File: src/rtl/piezo_tune_seq.sv
// Six-note fanfare sequencer: drives note period and clear to the piezo frequency counter,
// timing each note from a duration table and inserting a silent gap between notes.
module piezo_tune_seq #(
    parameter int unsigned DUR_UNIT = 2097152,
    parameter int unsigned GAP_CYC  = 262144
) (
    input  logic        clk,
    input  logic        rst,
    input  logic        start,
    input  logic        abort,
    output logic [14:0] note_per,
    output logic        clr,
    output logic        playing,
    output logic [2:0]  note_idx,
    output logic        done
);

    localparam int unsigned MaxCyc = (8 * DUR_UNIT > GAP_CYC) ? 8 * DUR_UNIT : GAP_CYC;
    localparam int unsigned CntW   = $clog2(MaxCyc + 1);
    localparam logic [CntW-1:0] DurUnitC = CntW'(DUR_UNIT);
    localparam logic [CntW-1:0] GapC     = CntW'(GAP_CYC);
    localparam logic [CntW-1:0] OneC     = CntW'(1);

    typedef enum logic [1:0] {StIdle, StNote, StGap} state_e;

    state_e          state_q, state_d;
    logic [CntW-1:0] cnt_q, cnt_d;
    logic [14:0]     note_per_q, note_per_d;
    logic            clr_q, clr_d;
    logic            playing_q, playing_d;
    logic [2:0]      note_idx_q, note_idx_d;
    logic            done_q, done_d;

    function automatic logic [14:0] note_period(input logic [2:0] idx);
        case (idx)
            3'd0:    return 15'd31888;
            3'd1:    return 15'd23889;
            3'd2:    return 15'd18961;
            3'd3:    return 15'd15944;
            3'd4:    return 15'd18961;
            default: return 15'd15944;
        endcase
    endfunction

    function automatic logic [CntW-1:0] note_cycles(input logic [2:0] idx);
        logic [CntW-1:0] units;
        case (idx)
            3'd3:    units = CntW'(6);
            3'd4:    units = CntW'(2);
            3'd5:    units = CntW'(8);
            default: units = CntW'(4);
        endcase
        return units * DurUnitC;
    endfunction

    always_comb begin
        state_d    = state_q;
        cnt_d      = cnt_q;
        note_per_d = note_per_q;
        clr_d      = clr_q;
        playing_d  = playing_q;
        note_idx_d = note_idx_q;
        done_d     = 1'b0;

        // Abort silences from any state; note_idx keeps the last note played.
        if (abort) begin
            state_d    = StIdle;
            cnt_d      = '0;
            note_per_d = '0;
            clr_d      = 1'b1;
            playing_d  = 1'b0;
        end else begin
            case (state_q)
                StIdle: begin
                    if (start) begin
                        state_d    = StNote;
                        cnt_d      = note_cycles(3'd0);
                        note_per_d = note_period(3'd0);
                        clr_d      = 1'b0;
                        playing_d  = 1'b1;
                        note_idx_d = 3'd0;
                    end
                end
                StNote: begin
                    if (cnt_q == OneC) begin
                        clr_d = 1'b1;
                        if (note_idx_q < 3'd5) begin
                            state_d = StGap;
                            cnt_d   = GapC;
                        end else begin
                            state_d    = StIdle;
                            cnt_d      = '0;
                            note_per_d = '0;
                            playing_d  = 1'b0;
                            done_d     = 1'b1;
                        end
                    end else begin
                        cnt_d = cnt_q - OneC;
                    end
                end
                StGap: begin
                    if (cnt_q == OneC) begin
                        state_d    = StNote;
                        note_idx_d = note_idx_q + 3'd1;
                        cnt_d      = note_cycles(note_idx_q + 3'd1);
                        note_per_d = note_period(note_idx_q + 3'd1);
                        clr_d      = 1'b0;
                    end else begin
                        cnt_d = cnt_q - OneC;
                    end
                end
                default: begin
                    state_d    = StIdle;
                    cnt_d      = '0;
                    note_per_d = '0;
                    clr_d      = 1'b1;
                    playing_d  = 1'b0;
                end
            endcase
        end
    end

    always_ff @(posedge clk or posedge rst) begin
        if (rst) begin
            state_q    <= StIdle;
            cnt_q      <= '0;
            note_per_q <= '0;
            clr_q      <= 1'b1;
            playing_q  <= 1'b0;
            note_idx_q <= '0;
            done_q     <= 1'b0;
        end else begin
            state_q    <= state_d;
            cnt_q      <= cnt_d;
            note_per_q <= note_per_d;
            clr_q      <= clr_d;
            playing_q  <= playing_d;
            note_idx_q <= note_idx_d;
            done_q     <= done_d;
        end
    end

    assign note_per = note_per_q;
    assign clr      = clr_q;
    assign playing  = playing_q;
    assign note_idx = note_idx_q;
    assign done     = done_q;

endmodule

File: config.mk
export PLATFORM = sky130hd
export DESIGN_NAME = piezo_tune_seq
export DESIGN_NICKNAME = d
export VERILOG_FILES = /design/src/rtl/piezo_tune_seq.sv
export SDC_FILE = /design/constraint.sdc
export NUM_CORES = 1
export LEC_CHECK = 0
export BUFFER_PORTS_ARGS = -buffer_cell sky130_fd_sc_hd__buf_2
export CORE_ASPECT_RATIO = 1.5
export CORE_MARGIN = 8
export CORE_UTILIZATION = 53
export CTS_CLUSTER_SIZE = 16
export DETAILED_ROUTE_END_ITERATION = 8
export GPL_ROUTABILITY_DRIVEN = 1
export PLACE_DENSITY_LB_ADDON = 0.2
export SLEW_MARGIN = 20
export SYNTH_ARGS = -nofsm -noshare
export SYNTH_HDL_FRONTEND = slang
export SYNTH_SLANG_ARGS = --single-unit
File: constraint.sdc
create_clock -name clk -period 2.55 [get_ports clk]
set_clock_uncertainty 0.05 [all_clocks]
set_input_delay 0.51 -clock clk [delete_from_list [all_inputs] [get_ports clk]]
set_output_delay 0.51 -clock clk [all_outputs]
set_load 0.05 [all_outputs]
==> out/metrics.yaml <==
sta:
  finalCriticalPeriod_ps: 2300
  rsz0062_at_grt: "no"
  worstMarginPinSlew_ps: 536
  hold_violations: 0
  setup_violations: 0
  max_freq_ghz: 0.435
  slew-limit-headroom_pct: 64.3
  period_share_pct: 90.1
  finalSetupTns_ps: 0
  slew_viol_final: 0
pwr:
  irDropWorstVdd_mv: 0.717
  p_per_area_nw_per_um2: 1040
  p_leak_nw: 1.28
grt:
  grt_pass1_wl_mm: 9.12
  grt_remaining_overflow: 0
  grt_max_degree: 44
  antenna_found_initial: 0
  grt_pass1_vias: 1958
  grtUsageTotal_pct: 15.8
finish:
  final_area_um2: 2740
  drive_above_1_share_pct: 18.3
  final_nets: 299
  n_antenna_cell: 0
  syn_to_final_growth_pct: 10.1
  post-route-util_pct: 60.8
run:
  cap_violations: 0
run_status:
  status: "finished, final reports clean"
clock_network:
  cts_tree: "yes"
  ctsHtreeMaxLevel: 2
  cts_num_sinks: 43
  numCtsBuffers: 5
  clock-root-buffer: "clkbuf_8"
  clockBufferDepth: 2
  insertion_delay_ps: 300
  ctsHoldBuffers: 0
  cts_setup_buffers: 0
  path_clk_slew_ps: 80
  cts_resized: 0
hold_path:
  hp-class: "in -> async"
synth:
  synth_top_area_share_pct: 42.3
  synth_most_common_cell: "dfrtp_1"
  synthesis.area_um2: 2490
  synth_flop_cell: "dfrtp_1"
  synth_seq_cells: 43
  synthCells: 267
  synth-edff-count: 0
  syn_area_per_cell_um2: 9.31
  synth_warnings: 0
  synth.distinct_cells: 52
  synth_top_area_cell: "dfrtp_1"
  synthTopCellsByCount: "42 x dfrtp_1, 35 x nor2_1, 17 x xnor2_1"
  async_flop_share_pct: 100
  yosys-top-cells-area: "dfrtp_1 42%, xnor2_1 6.0%, nor2_1 5.3%"
  ys_seq_area_share_pct: 43.3
place:
  hpwlAfterDp_mm: 4.09
  port_buffers: 21
  place_congestion: 0.820
  placed_area_um2: 2640
routing:
  routed_wl_mm: 5.41
  final_antenna_net_count: 0
  routed_via_density: 5.86
  dr.pass1.iters: 4
  num_vias: 1982
  drc_errors: 0
  wire_per_inst_um: 16.0
  drtIter0Drc: 75
setup_path:
  worstPathArrival_ps: 2440
  end_kind: "flop"
  cpLargestDelayFamily: "simple AND/OR/NAND/NOR gates"
  worst_path_largest_cell_delay_ps: 590
  worst-path-buf-inv: 1
  cp_data_required_time_ps: 2690
  path_cells: "or4_1 > nor4_2 > buf_4 > a21oi_1 > o211a_1 > a22o_1"
  cp-start-kind: "flop"
  slowest_stage: "or4_1"
  path_max_fanout: 11
  reg2reg_slack_ps: 250
  path_class: "reg -> reg"
floorplan:
  std_cell_rows: 30
  chipHeight_um: 99.9
  io_pins: 25
  die_area_um2: 7180
  start_util_pct: 55.2
  core_um2: 4500
  fp.dieW_um: 71.9
[cell type report]
| class | instances | area (µm²) |
|---|---|---|
| multi-input cells | 198 | 1280 |
| repair buffers | 32 | 188 |
| clock buffers | 8 | 100 |
| fillers | 381 | 1770 |
| inverters | 9 | 33.8 |
| well taps | 48 | 60.1 |
| flip-flops and latches | 43 | 1080 |
[flip-flops by register name, summed over array words and instances, names as in the netlist]
signal    flops
state_q       2
clr           1
cnt_q        25
note_per     10
playing       1
note_idx      3
done          1
[worst register-to-register path, cell delays in order (launching register included)]
cell,delay (ps)
dfrtp_1,410
or4_1,590
nor4_2,230
buf_4,220
a21oi_1,100
o211a_1,340
a22o_1,270
[cells by family after synthesis]
| logic type | count (synthesis) | synth area share [%] |
|---|---|---|
| multiplexers | 2 | 0.805 |
| AND/OR/NAND/NOR | 114 | 25.5 |
| buffers and inverters | 28 | 5.59 |
| AO/OA/AOI/OAI | 52 | 14.2 |
| flip-flops | 43 | 43.3 |
| XOR/XNOR | 21 | 7.40 |
| other | 1 | 0.151 |
| adder cells (fa/ha/maj) | 6 | 3.02 |
[path summary, 6_finish.rpt]
path	startpoint	to	cells past startpoint
max in group asynchronous	rst	clr$_DFFE_PP1P_	3
worst min-delay path	rst	note_idx[1]$_DFFE_PP0P_	3
worst min register to register	note_per[11]$_DFFE_PP0P_	note_per[11]$_DFFE_PP0P_	1
min in group clk	note_per[11]$_DFFE_PP0P_	note_per[11]$_DFFE_PP0P_	1
worst max-delay path	cnt_q[7]$_DFFE_PP0N_	note_per[4]$_DFFE_PP0P_	6
worst max register to register	cnt_q[7]$_DFFE_PP0N_	note_per[4]$_DFFE_PP0P_	6
[stage by stage]
step	power [mW]	worst slack [ps]	hold WS [ps]	std cells
2_1_floorplan	2.09	279	438	269
3_3_place_gp	2.35	290	418	330
3_5_place_dp	2.36	266	420	330
4_1_cts	2.85	255	294	338
5_1_grt	3.03	111	336	338
6_report	2.84	253	271	338
[layer usage]
metal | share of wire (%) | up-vias | global-route usage, % | wire length, µm
met5 | 0 | - | 0 | 0
met4 | 1.6 | 0 | 5.85 | 85
met3 | 4.1 | 8 | 3.39 | 224
met2 | 55 | 37 | 31.1 | 3000
met1 | 39 | 954 | 15.4 | 2100
li1 | - | 983 | - | -
[report_power, final]
| group | switching [mW] | internal [mW] |
|---|---|---|
| logic | 0.825 | 0.580 |
| registers | 0.149 | 0.814 |
| clock network | 0.225 | 0.247 |
[cells in the final DEF (no fill, tap or decap), types with 3 or more instances in the layout]
cell type / instances
xnor2_1: 17
a22o_1: 3
o21ai_0: 9
or2_2: 3
nand4_1: 4
dfrtp_1: 42
nor3_1: 10
or3_1: 8
clkbuf_8: 7
or4_1: 3
nor2_1: 35
xor2_1: 4
inv_1: 8
nor2b_1: 3
nand3_1: 6
buf_2: 21
nor4_1: 9
buf_4: 11
nand2_1: 16
o211ai_1: 4
a21oi_1: 13
ha_1: 6
a31oi_1: 5
o2bb2ai_1: 6
conb_1: 3
(Power assumes the default switching activity.)
